## src/rtl/if_prefetch_stage.sv

```systemverilog
// Instruction fetch stage: keeps a DEPTH-entry prefetch queue in front of decode filled
// from an icache-style read/valid port. Redirects flush the queue; an in-flight read is drained.
module if_prefetch_stage #(
  parameter int unsigned DEPTH    = 4,
  parameter logic [31:0] RESET_PC = 32'h0000_0000,
  parameter bit          BP_EN    = 1'b1
) (
  input  logic        clk,
  input  logic        rst_i,
  input  logic        flush_i,
  input  logic        branch_i,
  input  logic [31:0] pc_i,
  input  logic        halt_i,
  input  logic        ack_i,
  output logic        valid_o,
  output logic [31:0] instr_o,
  output logic [31:0] pc_o,
  output logic        br_pred_o,
  output logic        mem_read_o,
  output logic [31:0] mem_addr_o,
  input  logic        mem_valid_i,
  input  logic [31:0] mem_data_i,
  input  logic        bp_taken_i,
  input  logic [31:0] bp_target_i,
  output logic [31:0] dbg_pc_o
);

  localparam int unsigned PW = (DEPTH > 1) ? $clog2(DEPTH) : 1;
  localparam int unsigned CW = PW + 1;

  typedef enum logic [1:0] {S_IDLE, S_FETCH, S_DISCARD} state_t;

  typedef struct packed {
    logic [31:0] instr;
    logic [31:0] pc;
    logic        pred;
  } entry_t;

  state_t         state_q, state_d;
  entry_t         fifo_q [DEPTH];
  logic [PW-1:0]  wr_ptr_q, rd_ptr_q;
  logic [CW-1:0]  count_q;
  logic [31:0]    pc_q, req_addr_q;
  logic           redirect, issue, push, pop, pred;
  logic [31:0]    pc_next;

  assign redirect = flush_i | branch_i;
  assign pred     = BP_EN && bp_taken_i;
  assign pc_next  = pred ? bp_target_i : pc_q + 32'd4;
  assign pop      = ack_i && valid_o && !redirect;

  // Head of queue and debug PC come straight from registers
  assign valid_o   = (count_q != '0);
  assign instr_o   = fifo_q[rd_ptr_q].instr;
  assign pc_o      = fifo_q[rd_ptr_q].pc;
  assign br_pred_o = fifo_q[rd_ptr_q].pred;
  assign dbg_pc_o  = pc_q;

  always_ff @(posedge clk or posedge rst_i) begin
    if (rst_i) state_q <= S_IDLE;
    else       state_q <= state_d;
  end

  // Next state and memory request; redirect suppresses push and new issue
  always_comb begin
    state_d    = state_q;
    mem_read_o = 1'b0;
    mem_addr_o = pc_q;
    issue      = 1'b0;
    push       = 1'b0;
    case (state_q)
      S_IDLE: begin
        issue      = (count_q < CW'(DEPTH)) && !halt_i && !redirect && !rst_i;
        mem_read_o = issue;
        push       = issue && mem_valid_i;
        if (issue && !mem_valid_i) state_d = S_FETCH;
      end
      S_FETCH: begin
        mem_read_o = 1'b1;
        mem_addr_o = req_addr_q;
        if (mem_valid_i) begin
          push    = !redirect;
          state_d = S_IDLE;
        end else if (redirect) begin
          state_d = S_DISCARD;
        end
      end
      S_DISCARD: begin
        mem_read_o = 1'b1;
        mem_addr_o = req_addr_q;
        if (mem_valid_i) state_d = S_IDLE;
      end
      default: state_d = S_IDLE;
    endcase
  end

  // Queue storage, pointers, fetch PC
  always_ff @(posedge clk or posedge rst_i) begin
    if (rst_i) begin
      pc_q       <= RESET_PC;
      req_addr_q <= RESET_PC;
      wr_ptr_q   <= '0;
      rd_ptr_q   <= '0;
      count_q    <= '0;
      for (int unsigned i = 0; i < DEPTH; i++) fifo_q[i] <= '0;
    end else begin
      if (issue && !mem_valid_i) req_addr_q <= pc_q;
      if (redirect) begin
        pc_q     <= pc_i;
        wr_ptr_q <= '0;
        rd_ptr_q <= '0;
        count_q  <= '0;
      end else begin
        if (push) begin
          fifo_q[wr_ptr_q] <= '{instr: mem_data_i, pc: pc_q, pred: pred};
          wr_ptr_q         <= wr_ptr_q + PW'(1);
          pc_q             <= pc_next;
        end
        if (pop) rd_ptr_q <= rd_ptr_q + PW'(1);
        count_q <= count_q + CW'(push) - CW'(pop);
      end
    end
  end

endmodule

```

## config.mk

```make
export PLATFORM = sky130hd
export DESIGN_NAME = if_prefetch_stage
export DESIGN_NICKNAME = d
export VERILOG_FILES = /design/src/rtl/if_prefetch_stage.sv
export SDC_FILE = /design/constraint.sdc
export NUM_CORES = 1
export LEC_CHECK = 0
export CORE_MARGIN = 3
export CORE_UTILIZATION = 30
export CTS_BUF_LIST = sky130_fd_sc_hd__clkbuf_16
export DETAILED_ROUTE_END_ITERATION = 10
export GPL_ROUTABILITY_DRIVEN = 0
export GPL_TIMING_DRIVEN = 1
export HOLD_SLACK_MARGIN = 0.06
export PLACE_DENSITY = 0.53
export SETUP_SLACK_MARGIN = 0.15
export SLEW_MARGIN = 20
export SYNTH_ARGS = -nofsm -noshare
export SYNTH_HDL_FRONTEND = slang
export SYNTH_SLANG_ARGS = --single-unit
```

## constraint.sdc

```tcl
create_clock -name clk -period 26.5 [get_ports clk]
set_input_delay 6.625 -clock clk [delete_from_list [all_inputs] [get_ports clk]]
set_output_delay 6.625 -clock clk [all_outputs]
set_load 0.05 [all_outputs]
```

Yosys cells after proc, flatten, opt, wreduce, memory -nomap -nowiden:

Index checks and enable logic that the tools add are counted.

* logic and storage cells: 80
* output and inout bits: 131
* register bits after elaboration: 333

* $add $sub $neg: 5
* reduce and logical (&&, ||, !) cells: 20
* $lt $le $gt $ge: 4
* equality and inequality tests: 5
* mux-type cells: 24
* bitwise gates (word level): 4

Operator list (count)
* $bwmux W260: 1
* $mux W65: 3
* $bmux W65 S2: 1
* $demux W65 S2: 1
* $mux W32: 4
* $add A32 B3 Y32 const B: 1
* $mux W2: 8
* $logic_and A1 B1 Y1: 9
* $ge A3 B3 Y1 const B: 2
* $not A2 Y3: 2
* $pmux W2 S3: 1
* $add A2 B1 Y2 const B: 2
* $logic_not A1 Y1: 4
* $ne A2 B2 Y1 const B: 2
* $pmux W1 S2: 2
* $reduce_bool A2 Y1: 2
* $add A3 B1 Y3: 1
* $lt A3 B1 Y1 const B: 1
* $lt A3 B3 Y1 const B: 1
* $mux W3: 1
* $ne A3 B3 Y1 const B: 1
* $reduce_and A3 Y1: 1
* $reduce_bool A3 Y1: 1
* $sub A3 B1 Y3: 1
* 8 further kinds: 9

Logic depth before layout (Yosys ltp):

Gate-level depths: netlist of the first run.

* depth after elaboration: 9
* mapped depth: 13
* depth with buffers taken out: 12

Worst setup path after synthesis of the first run:

OpenSTA, ideal clock, no wires.

* path type: input port to output port
* start point: input branch_i
* end point: output mem_read_o
* setup slack: 12.023 ns
* data required time: 19.875 ns
* arrival time: 7.852 ns
* cell stages on the path: 4
* cells stage by stage: nor2_1 -> clkbuf_1 -> a21oi_1 -> nor2_1

* longest elaborated chain between the ends: 5

RTL lines
* start: declaration: line 11 `input logic branch_i,`
* $or A1 B1 Y1: line 47 `assign redirect = flush_i | branch_i;`
* $logic_not A1 Y1: line 73 `issue = (count_q < CW'(DEPTH)) && !halt_i && !redirect && !rst_i;`
* $logic_and A1 B1 Y1 (2 in series): line 73
* $pmux W1 S2: line 71 `case (state_q)`
* end: declaration: line 19 `output logic mem_read_o,`

No other way between the ends.

Final worst setup path of the first run:

* start point: input rst_i
* end point: output mem_read_o

* longest elaborated chain between the ends: 3

RTL lines
* start: declaration: line 9 `input logic rst_i,`
* $logic_not A1 Y1 (no source line)
* $logic_and A1 B1 Y1: line 73
* $pmux W1 S2: line 71

No other way between the ends.

==> results of run 1 <==
how the worst max path moves through the flow:
stage | start | endpoint | cells past startpoint | slack, ps
final | rst_i | mem_read_o | 5 | 10840
after global routing | rst_i | mem_read_o | 5 | 10780
after CTS | rst_i | mem_read_o | 5 | 10870
after detailed placement | rst_i | mem_read_o | 5 | 10870
after global placement | rst_i | mem_read_o | 5 | 10900
after floorplan | rst_i | count_q[0] | 1 | 10650
routing by layer:
metal,GRT usage,wire length (µm)
met4,0.0413,894
met2,0.251,20500
met1,0.223,20900
met3,0.0341,2300
met5,0,0
layout by cell type, fill, tap and decap left out, types with 3 or more instances in the layout:
master,n
a211oi_1,3
a21oi_1,16
a22oi_1,6
a31oi_1,4
a32oi_1,7
and3_1,8
buf_4,14
clkbuf_16,41
clkdlybuf4s50_1,234
clkinv_1,7
clkinv_2,8
clkinvlp_4,3
dfrtp_1,331
ha_1,9
inv_1,23
mux2_1,31
mux2_2,283
mux2_4,6
mux2i_1,6
mux4_2,65
nand2_1,45
nand2_4,4
nand3_1,15
nand4_1,9
nor2_1,29
nor3_1,8
o21ai_0,29
o221ai_1,13
o311ai_0,3
xnor2_1,8
xor2_1,17
state kept, by name, indices dropped and copies added, names as in the netlist:
name,cells
state_q,2
rd_ptr_q,2
wr_ptr_q,2
dbg_pc_o,32
count_q,3
fifo_q,260
req_addr_q,32
cell families after synthesis:
kind of cell / after synthesis / synth area share
buf+inv: 111 / 0.0396
xor+xnor: 25 / 0.0139
mux: 391 / 0.326
fa+ha+maj: 11 / 0.00919
compound gates: 94 / 0.0398
flops: 333 / 0.528
simple gates: 137 / 0.0434
area by class of cell:
| class | count | area (µm²) | area share |
|---|---|---|---|
| flip-flops and latches | 333 | 8340 | 0.421 |
| well taps | 680 | 851 | 0.0430 |
| multi-input cells | 658 | 6870 | 0.347 |
| repair buffers | 249 | 2470 | 0.125 |
| inverters | 12 | 52.6 | 0.00266 |
| clock inverters | 33 | 181 | 0.00917 |
| clock buffers | 41 | 1030 | 0.0518 |
synth_stat cells (2+ instances only):
master,count,area (µm²)
mux2_4,6,90.1
nor3b_1,2,15.0
buf_1,9,33.8
or3_1,2,12.5
dfrtp_1,333,8330
or4_1,2,15.0
inv_1,11,41.3
a32oi_1,7,61.3
a21oi_1,16,80.1
mux2_2,283,3190
o221ai_1,13,114
nand4_1,9,56.3
a211oi_1,3,22.5
nand2_1,45,169
a22o_1,2,17.5
o21a_1,2,15.0
and3_1,8,50.1
buf_2,22,110
or2_2,2,12.5
clkbuf_1,43,161
o311ai_0,3,26.3
nand3_1,15,75.1
nand2_2,4,25.0
a221oi_1,2,17.5
o211ai_1,2,15.0
nor4_2,2,25.0
and2_1,2,12.5
nor2_1,30,113
ha_1,10,125
mux4_2,65,1460
a31oi_1,4,25.0
a22oi_1,6,45.0
mux2_1,31,349
xor2_1,17,149
o21ai_0,29,145
nor4_1,2,12.5
buf_6,24,270
nor3_1,8,40.0
mux2i_1,6,60.1
xnor2_1,8,70.1
metrics by stage:
| stage | setup slack (ps) | area [µm²] | std cells | util | hold slack [ps] |
|---|---|---|---|---|---|
| floorplan | 10650 | 15800 | 1102 | - | 459 |
| global placement | 10900 | 18600 | 1932 | 0.359 | 470 |
| detailed placement | 10870 | 18600 | 1932 | 0.359 | 477 |
| CTS | 10870 | 19800 | 2006 | 0.382 | 490 |
| global route | 10780 | 19800 | 2006 | 0.383 | 500 |
| finish | 10840 | 19800 | 2006 | 0.383 | 487 |
power by group through the flow:
stage	clock network (mW)	logic [mW]	registers (mW)
after floorplan	0	0.553	0.665
after global placement	0	0.814	0.671
after detailed placement	0	0.819	0.674
after CTS	0.532	0.822	0.666
after global routing	0.552	0.853	0.679
final	0.510	0.814	0.665
==> PnR_summary.wiki, run 1 <==
{| class="wikitable"
! Metric !! Value
|-
| Area grow syn2layout || 25.4%
|-
| Timing-limited maximum frequency || roughly 0.064 GHz
|-
| Total grt overflow || 0
|-
| Max Clock Skew || approximately 31 ps
|-
| Initial cell density of the core || 0.305
|-
| Worst Path Arrival || 9040 ps
|-
| Die Y || 235 µm
|-
| Clock Power Share || 0.256
|-
| Setup Viol. Count Final || 0
|-
| Hpwl dp || approximately 28 mm
|-
| Die area || ~55000 µm²
|-
| Min Tclk post-route || 15660 ps
|-
| Count of buffer and inverter cells on the critical path || 2
|-
| Total power draw || ~2.0 mW
|-
| Combined area of all synthesized cells || approximately 16000 µm²
|-
| Antenna-violating nets left || 0
|-
| Port buffer count || ~230
|-
| Delay of the slowest cell on the worst path || between 1000 and 1500 ps
|-
| DR pass1 iterations || 4
|-
| Data required time of the critical path || between 15000 and 20000 ps
|-
| Synthesized Nets || between 1000 and 1500
|-
| Sequential share of power || 0.335
|-
| End of the worst register-to-register path || fifo_q[223]
|-
| Post-detailed-route via-to-cell ratio || roughly 5.0
|-
| Leakage || between 8 and 9 nW
|-
| First DRT Iteration DRCs || about 540
|-
| Combinational share of power || 0.409
|-
| Number of distinct library cells after synthesis || 52
|-
| IR drop worst, VDD || about 0.056 mV
|-
| Power density over the cells || roughly 100 nW/µm²
|-
| CTS tree || built
|-
| Endpoint type of the worst setup path || primary output
|-
| Diodes inserted || 0
|-
| Cells after Synth || 1102
|-
| Number of hold violations in the final report || 0
|-
| Post-CTS setup repair buffer count || 0
|-
| Syn. warnings || 0
|-
| Total wirelength of the detailed-routed design || about 45 mm
|-
| Net Switching || around 0.77 mW
|-
| H-Tree Depth || 2
|-
| Post_cts resized || 0
|-
| Worst Setup Path Type || input port to primary output
|-
| Most used flip-flop cell after synthesis || dfrtp_1
|-
| Status || finished clean
|-
| Share of flip-flops with an asynchronous set or reset after synthesis || 1.00
|-
| RSZ-0062 raised after global routing || no
|-
| Slowest cell on the critical path || clkdlybuf4s50_1
|-
| Area of the core region || 51700 µm²
|-
| Worst setup SP type || input port
|-
| Aggregate negative setup slack || 0 ps
|-
| Number of buffers created by CTS || 40
|-
| Number of standard-cell rows in the floorplan || a little over 80
|-
| Fill cell instance count of the final layout || approximately 5000
|-
| Clock Root Buffer || clkbuf_16
|-
| FF-to-FF path depth || 8
|-
| Highest fanout seen on the critical path || 8
|-
| Ports || roughly 240
|-
| Mean instance size in the synthesized netlist || ~14 µm²
|-
| Worst slew margin || 0.335
|-
| Transition at the pin with the smallest max-transition slack || approximately 1000 ps
|-
| Residual DRC || 0
|-
| Buffer depth of the longest clock path || 3
|-
| Wire length of the first global-routing pass || just under 70 mm
|-
| Via count of the routed design || ~10000
|-
| Number of synthesized flops with an enable pin || 0
|-
| Clk pin slew, worst setup/hold paths || roughly 60 ps
|-
| DR WL/cell || 22.2 µm
|-
| Net total in the final layout || ~1400
|-
| Classification of the worst-slack hold path || register to register
|-
| Count of maximum capacitance violations || 0
|-
| Min-delay src || fifo_q[85]
|-
| Share of layout cells above drive strength 1 || 0.333
|-
| Top Family by Delay on Critical Path || buffers and inverters
|-
| Worst setup slack for register-to-register paths || around 23000 ps
|-
| TritonCTS Sinks || about 330
|-
| RR Startpoint || state_q[0]
|-
| Hold endpoint || fifo_q[85]
|-
| Final clock period utilization by the worst path || 0.591
|-
| DIE WIDTH || between 200 and 250 µm
|-
| Clock latency on the worst-skew pair || roughly 560 ps
|-
| Switching share of total power || 0.389
|-
| Maximum number of pins on one net before global-route repair || around 160
|-
| Overall Global Routing Usage || 0.159
|-
| Instance count along the most critical hold path || 1
|-
| Max Transition Viols Final || 0
|-
| Chain of cells forming the critical path || clkdlybuf4s50_1 -> nor4b_4 -> a21oi_1 -> nor2_1 -> clkdlybuf4s50_1
|-
| Sequential share of the synthesized area || 0.528
|-
| Number of global-route vias before repair || about 11000
|-
| Antenna violations before repair || 0
|-
| Power Internal || about 1.2 mW
|-
| Flop and latch count out of synthesis || around 330
|-
| Most used cell, CP || clkdlybuf4s50_1
|-
| CTS Hold Bufs || 0
|}
(Power assumes the default switching activity.)
==> run 2: changes to the inputs <==
clock period = 16.2 ns   (was 26.5 ns; I/O delays follow)
==> PnR_summary.wiki, run 2 (synthesized netlist as in run 1, its figures left out) <==
{| class="wikitable"
! Metric !! Value
|-
| Post-detailed-route via-to-cell ratio || about 5.0
|-
| Power density over the cells || ~160 nW/µm²
|-
| Wire length of the first global-routing pass || just under 70 mm
|-
| Overall Global Routing Usage || 0.158
|-
| Ports || 235
|-
| Timing-limited maximum frequency || between 0.09 and 0.1 GHz
|-
| DR WL/cell || around 22 µm
|-
| Max Transition Viols Final || 0
|-
| CTS Hold Bufs || 0
|-
| Classification of the worst-slack hold path || register to register
|-
| Area of the core region || between 50000 and 60000 µm²
|-
| Most used cell, CP || clkdlybuf4s50_1
|-
| Antenna violations before repair || 2
|-
| Aggregate negative setup slack || 0 ps
|-
| Net total in the final layout || 1409
|-
| Data required time of the critical path || 12150 ps
|-
| Max reg flops || 260
|-
| CTS tree || built
|-
| Number of hold violations in the final report || 0
|-
| Slowest cell on the critical path || clkdlybuf4s50_1
|-
| Count of maximum capacitance violations || 0
|-
| Final std cell area, no fill || around 20000 µm²
|-
| Die area || roughly 55000 µm²
|-
| Residual DRC || 0
|-
| DR pass1 iterations || 5
|-
| Total power draw || around 3.2 mW
|-
| Max Clock Skew || ~18 ps
|-
| Area grow syn2layout || 25.0%
|-
| Delay of the slowest cell on the worst path || slightly below 1000 ps
|-
| Worst Setup Path Type || input port to primary output
|-
| Setup Viol. Count Final || 0
|-
| DIE WIDTH || between 200 and 250 µm
|-
| Number of standard-cell rows in the floorplan || 83
|-
| Min-delay src || fifo_q[223]
|-
| TritonCTS Sinks || about 330
|-
| Number of global-route vias before repair || 10669
|-
| Initial cell density of the core || 0.305
|-
| Worst Path Arrival || 6420 ps
|-
| IR drop worst, VDD || roughly 0.088 mV
|-
| Total placed instance area || 18600 µm²
|-
| Clock latency on the worst-skew pair || 550 ps
|-
| RR Startpoint || state_q[0]
|-
| Clock Root Buffer || clkbuf_16
|-
| H-Tree Depth || 2
|-
| Via count of the routed design || roughly 10000
|-
| Leakage || between 8 and 9 nW
|-
| RSZ-0062 raised after global routing || no
|-
| Buffer depth of the longest clock path || 3
|-
| Post-CTS setup repair buffer count || 0
|-
| Share of layout cells above drive strength 1 || 0.333
|-
| Port buffer count || about 230
|-
| First DRT Iteration DRCs || 591
|-
| Worst slew margin || 0.317
|-
| Worst setup SP type || input port
|-
| Number of buffers created by CTS || 39
|-
| Status || finished clean
|-
| Chain of cells forming the critical path || clkdlybuf4s50_1 -> nor4b_4 -> a21oi_1 -> nor2_1 -> clkdlybuf4s50_1
|-
| Most common library cell in the layout ignoring fill and taps || dfrtp_1
|-
| Transition at the pin with the smallest max-transition slack || 1020 ps
|-
| Hpwl dp || about 28 mm
|-
| Clk pin slew, worst setup/hold paths || 60 ps
|-
| Total wirelength of the detailed-routed design || roughly 44 mm
|-
| Critical Path Start || rst_i
|-
| Die Y || approximately 240 µm
|-
| Post_cts resized || 0
|-
| Antenna-violating nets left || 0
|-
| Final clock period utilization by the worst path || 0.646
|-
| Largest Register || fifo_q
|-
| Endpoint type of the worst setup path || primary output
|-
| Total grt overflow || 0
|-
| Maximum number of pins on one net before global-route repair || between 100 and 150
|-
| Min Tclk post-route || around 10000 ps
|-
| Most used cells in the layout excluding fill and tap cells || 331 x dfrtp_1, 283 x mux2_2, 234 x clkdlybuf4s50_1
|-
| Highest fanout seen on the critical path || 8
|}
==> run 2: changes by cell type in the layout (fill, tap and decap cells not counted), sizes merged <==
cell    previous run  this run
bufinv             1         0
inv               26        19
buf               15        16
clkinv            15        16
diode              0         1
==> run 2: per-stage QoR <==
step,util,setup WS [ps],instances,hold slack (ps)
5_1_grt,0.382,5670,2000,503
6_report,0.382,5730,2001,487
3_5_place_dp,0.359,5740,1933,476
4_1_cts,0.381,5730,2000,489
3_3_place_gp,0.359,5750,1933,468
2_1_floorplan,-,2930,1102,459
==> run 2: worst paths after layout <==
path / end / slack [ps] / depth (start not counted)
max: mem_read_o / 5730 / 5
max reg2reg: fifo_q[20] / 13030 / 8
min in group asynchronous: req_addr_q[12] / 4210 / 2
min reg2reg: fifo_q[223] / 490 / 1
min: fifo_q[223] / 490 / 1
max in group asynchronous: fifo_q[185] / 10490 / 3
==> run 2: worst max-delay path, delay by kind of cell <==
kind | cells | cell delay, ps
AO/OA/AOI/OAI | 1 | 140
AND/OR/NAND/NOR | 2 | 660
buffers and inverters | 2 | 1550
==> run 2: per-layer routing <==
metal | GRT usage | part of all wire
met5 | 0 | 0.00030
met2 | 0.250 | 0.47
met4 | 0.0380 | 0.016
met1 | 0.220 | 0.46
met3 | 0.0383 | 0.057
==> run 2: where the power goes <==
part           internal, mW  leakage (nW)  switching (mW)  total (mW)
registers             0.987          4.41           0.102        1.09
clock network         0.456         0.590           0.349       0.805
logic                 0.526          3.75           0.804        1.33
==> run 2: final cells by class <==
type,instances,area [µm²]
Sequential cell,333,8340
Multi-Input combinational cell,658,6870
Tap cell,680,851
Clock buffer,41,1030
Clock inverter,26,124
Inverter,12,52.6
Fill cell,4935,32000
Timing Repair Buffer,250,2470
Antenna cell,1,2.50
==> run 3: changes to the inputs <==
clock period = 10.4 ns   (was 16.2 ns; I/O delays follow)
==> PnR_summary.wiki, run 3 (synthesized netlist as in run 1, its figures left out) <==
{| class="wikitable"
! Metric !! Value
|-
| Status || finished clean
|-
| Initial cell density of the core || 0.305
|-
| Wire length of the first global-routing pass || 70.2 mm
|-
| Largest Register || fifo_q
|-
| Hpwl dp || around 28 mm
|-
| Slowest cell on the critical path || clkdlybuf4s50_1
|-
| Clk pin slew, worst setup/hold paths || around 60 ps
|-
| Data required time of the critical path || 7800 ps
|-
| Ports || 235
|-
| Overall Global Routing Usage || 0.163
|-
| Post-layout utilization of the core || 0.385
|-
| Worst Path Arrival || 4850 ps
|-
| Area grow syn2layout || 26.0%
|-
| Min-delay src || fifo_q[147]
|-
| Total power draw || just over 5 mW
|-
| Die area || roughly 55000 µm²
|-
| Number of hold violations in the final report || 0
|-
| Clock latency on the worst-skew pair || between 500 and 600 ps
|-
| Area of the core region || about 52000 µm²
|-
| Classification of the worst-slack hold path || register to register
|-
| Via count of the routed design || 10148
|-
| CTS Hold Bufs || 0
|-
| RR Startpoint || state_q[0]
|-
| Highest fanout seen on the critical path || 8
|-
| DIE WIDTH || between 200 and 250 µm
|-
| Transition at the pin with the smallest max-transition slack || between 1000 and 1500 ps
|-
| Antenna violations before repair || 1
|-
| Total wirelength of the detailed-routed design || between 40 and 50 mm
|-
| Diodes inserted || 0
|-
| Post-detailed-route via-to-cell ratio || 5.05
|-
| Worst setup SP type || input port
|-
| DR pass1 iterations || 4
|-
| Post_cts resized || 0
|-
| Worst slew margin || 0.270
|-
| Max reg flops || 260
|-
| Antenna-violating nets left || 0
|-
| Aggregate negative setup slack || 0 ps
|-
| Chain of cells forming the critical path || clkdlybuf4s50_1 -> nor4b_4 -> a21oi_1 -> nor2_1 -> clkdlybuf4s50_1
|-
| Delay of the slowest cell on the worst path || ~900 ps
|-
| Post-CTS setup repair buffer count || 0
|-
| Die Y || between 200 and 250 µm
|-
| Max Transition Viols Final || 0
|-
| Most used cell, CP || clkdlybuf4s50_1
|-
| Leakage || 8.83 nW
|-
| H-Tree Depth || 2
|-
| Most common library cell in the layout ignoring fill and taps || dfrtp_1
|-
| Residual DRC || 0
|-
| First DRT Iteration DRCs || around 440
|-
| Count of maximum capacitance violations || 0
|-
| DR WL/cell || between 20 and 25 µm
|-
| Endpoint type of the worst setup path || primary output
|-
| Share of layout cells above drive strength 1 || 0.333
|-
| Number of buffers created by CTS || 41
|-
| Power density over the cells || around 260 nW/µm²
|-
| Clock Root Buffer || clkbuf_16
|-
| Maximum number of pins on one net before global-route repair || roughly 150
|-
| Final clock period utilization by the worst path || 0.717
|-
| Count of buffer and inverter cells on the critical path || 2
|-
| Net total in the final layout || 1412
|-
| IR drop worst, VDD || a little under 0.2 mV
|-
| Number of global-route vias before repair || 10970
|-
| RSZ-0062 raised after global routing || no
|-
| Top Family by Delay on Critical Path || buffers and inverters
|-
| Critical Path Start || halt_i
|-
| Max Clock Skew || 19.8 ps
|-
| Total grt overflow || 0
|-
| Buffer depth of the longest clock path || 3
|-
| Worst Setup Path Type || input port to primary output
|-
| Timing-limited maximum frequency || ~0.13 GHz
|-
| Worst setup slack for register-to-register paths || around 7000 ps
|-
| Port buffer count || between 200 and 250
|-
| CTS tree || built
|-
| Setup Viol. Count Final || 0
|-
| Min Tclk post-route || about 7500 ps
|-
| Most used cells in the layout excluding fill and tap cells || 331 x dfrtp_1, 283 x mux2_2, 234 x clkdlybuf4s50_1
|-
| TritonCTS Sinks || roughly 330
|-
| Number of standard-cell rows in the floorplan || 83
|}
## run 3: final cells by class
class / count / area (µm²)
Timing Repair Buffer: 251 / 2490
Clock inverter: 31 / 220
Inverter: 12 / 48.8
Tap cell: 680 / 851
Sequential cell: 333 / 8340
Clock buffer: 43 / 1080
Fill cell: 4894 / 31800
Multi-Input combinational cell: 658 / 6860
## run 3: worst paths after layout
path                                  end  depth (start not counted)
setup / recovery               mem_read_o                          5
hold / removal                fifo_q[147]                          1
setup reg to reg               fifo_q[85]                          8
hold reg to reg               fifo_q[147]                          1
max in group asynchronous  req_addr_q[24]                          4
min in group asynchronous    dbg_pc_o[10]                          2
## run 3: routing by layer
layer | GRT usage | wire, µm | up-vias
met5 | 0 | 12 | -
met4 | 0.0446 | 933 | 2
met3 | 0.0369 | 2760 | 63
met2 | 0.259 | 21100 | 279
met1 | 0.224 | 20100 | 5371
li1 | - | - | 4433
## run 3: report_power, final
group          internal [mW]  switching [mW]  total, mW
logic                  0.814            1.25       2.07
clock network          0.819           0.560       1.38
registers               1.54           0.160       1.70
## run 3: worst register-to-register path, stage by stage, from the launching register on
cell and delay, ps:
dfrtp_1 420, inv_1 120, ha_2 230, nor4b_4 510, o21ai_2 140, nor2_4 360
nand2_4 380, buf_4 500, mux2_1 430
## run 3: per-stage QoR
step | area, µm² | setup slack [ps] | instances | hold slack [ps]
2_1_floorplan | 15800 | 3350 | 1102 | 459
3_3_place_gp | 18600 | 2920 | 1934 | 469
6_report | 19900 | 2950 | 2008 | 486
4_1_cts | 19900 | 2910 | 2008 | 491
5_1_grt | 19900 | 2820 | 2008 | 502
3_5_place_dp | 18600 | 2900 | 1934 | 477
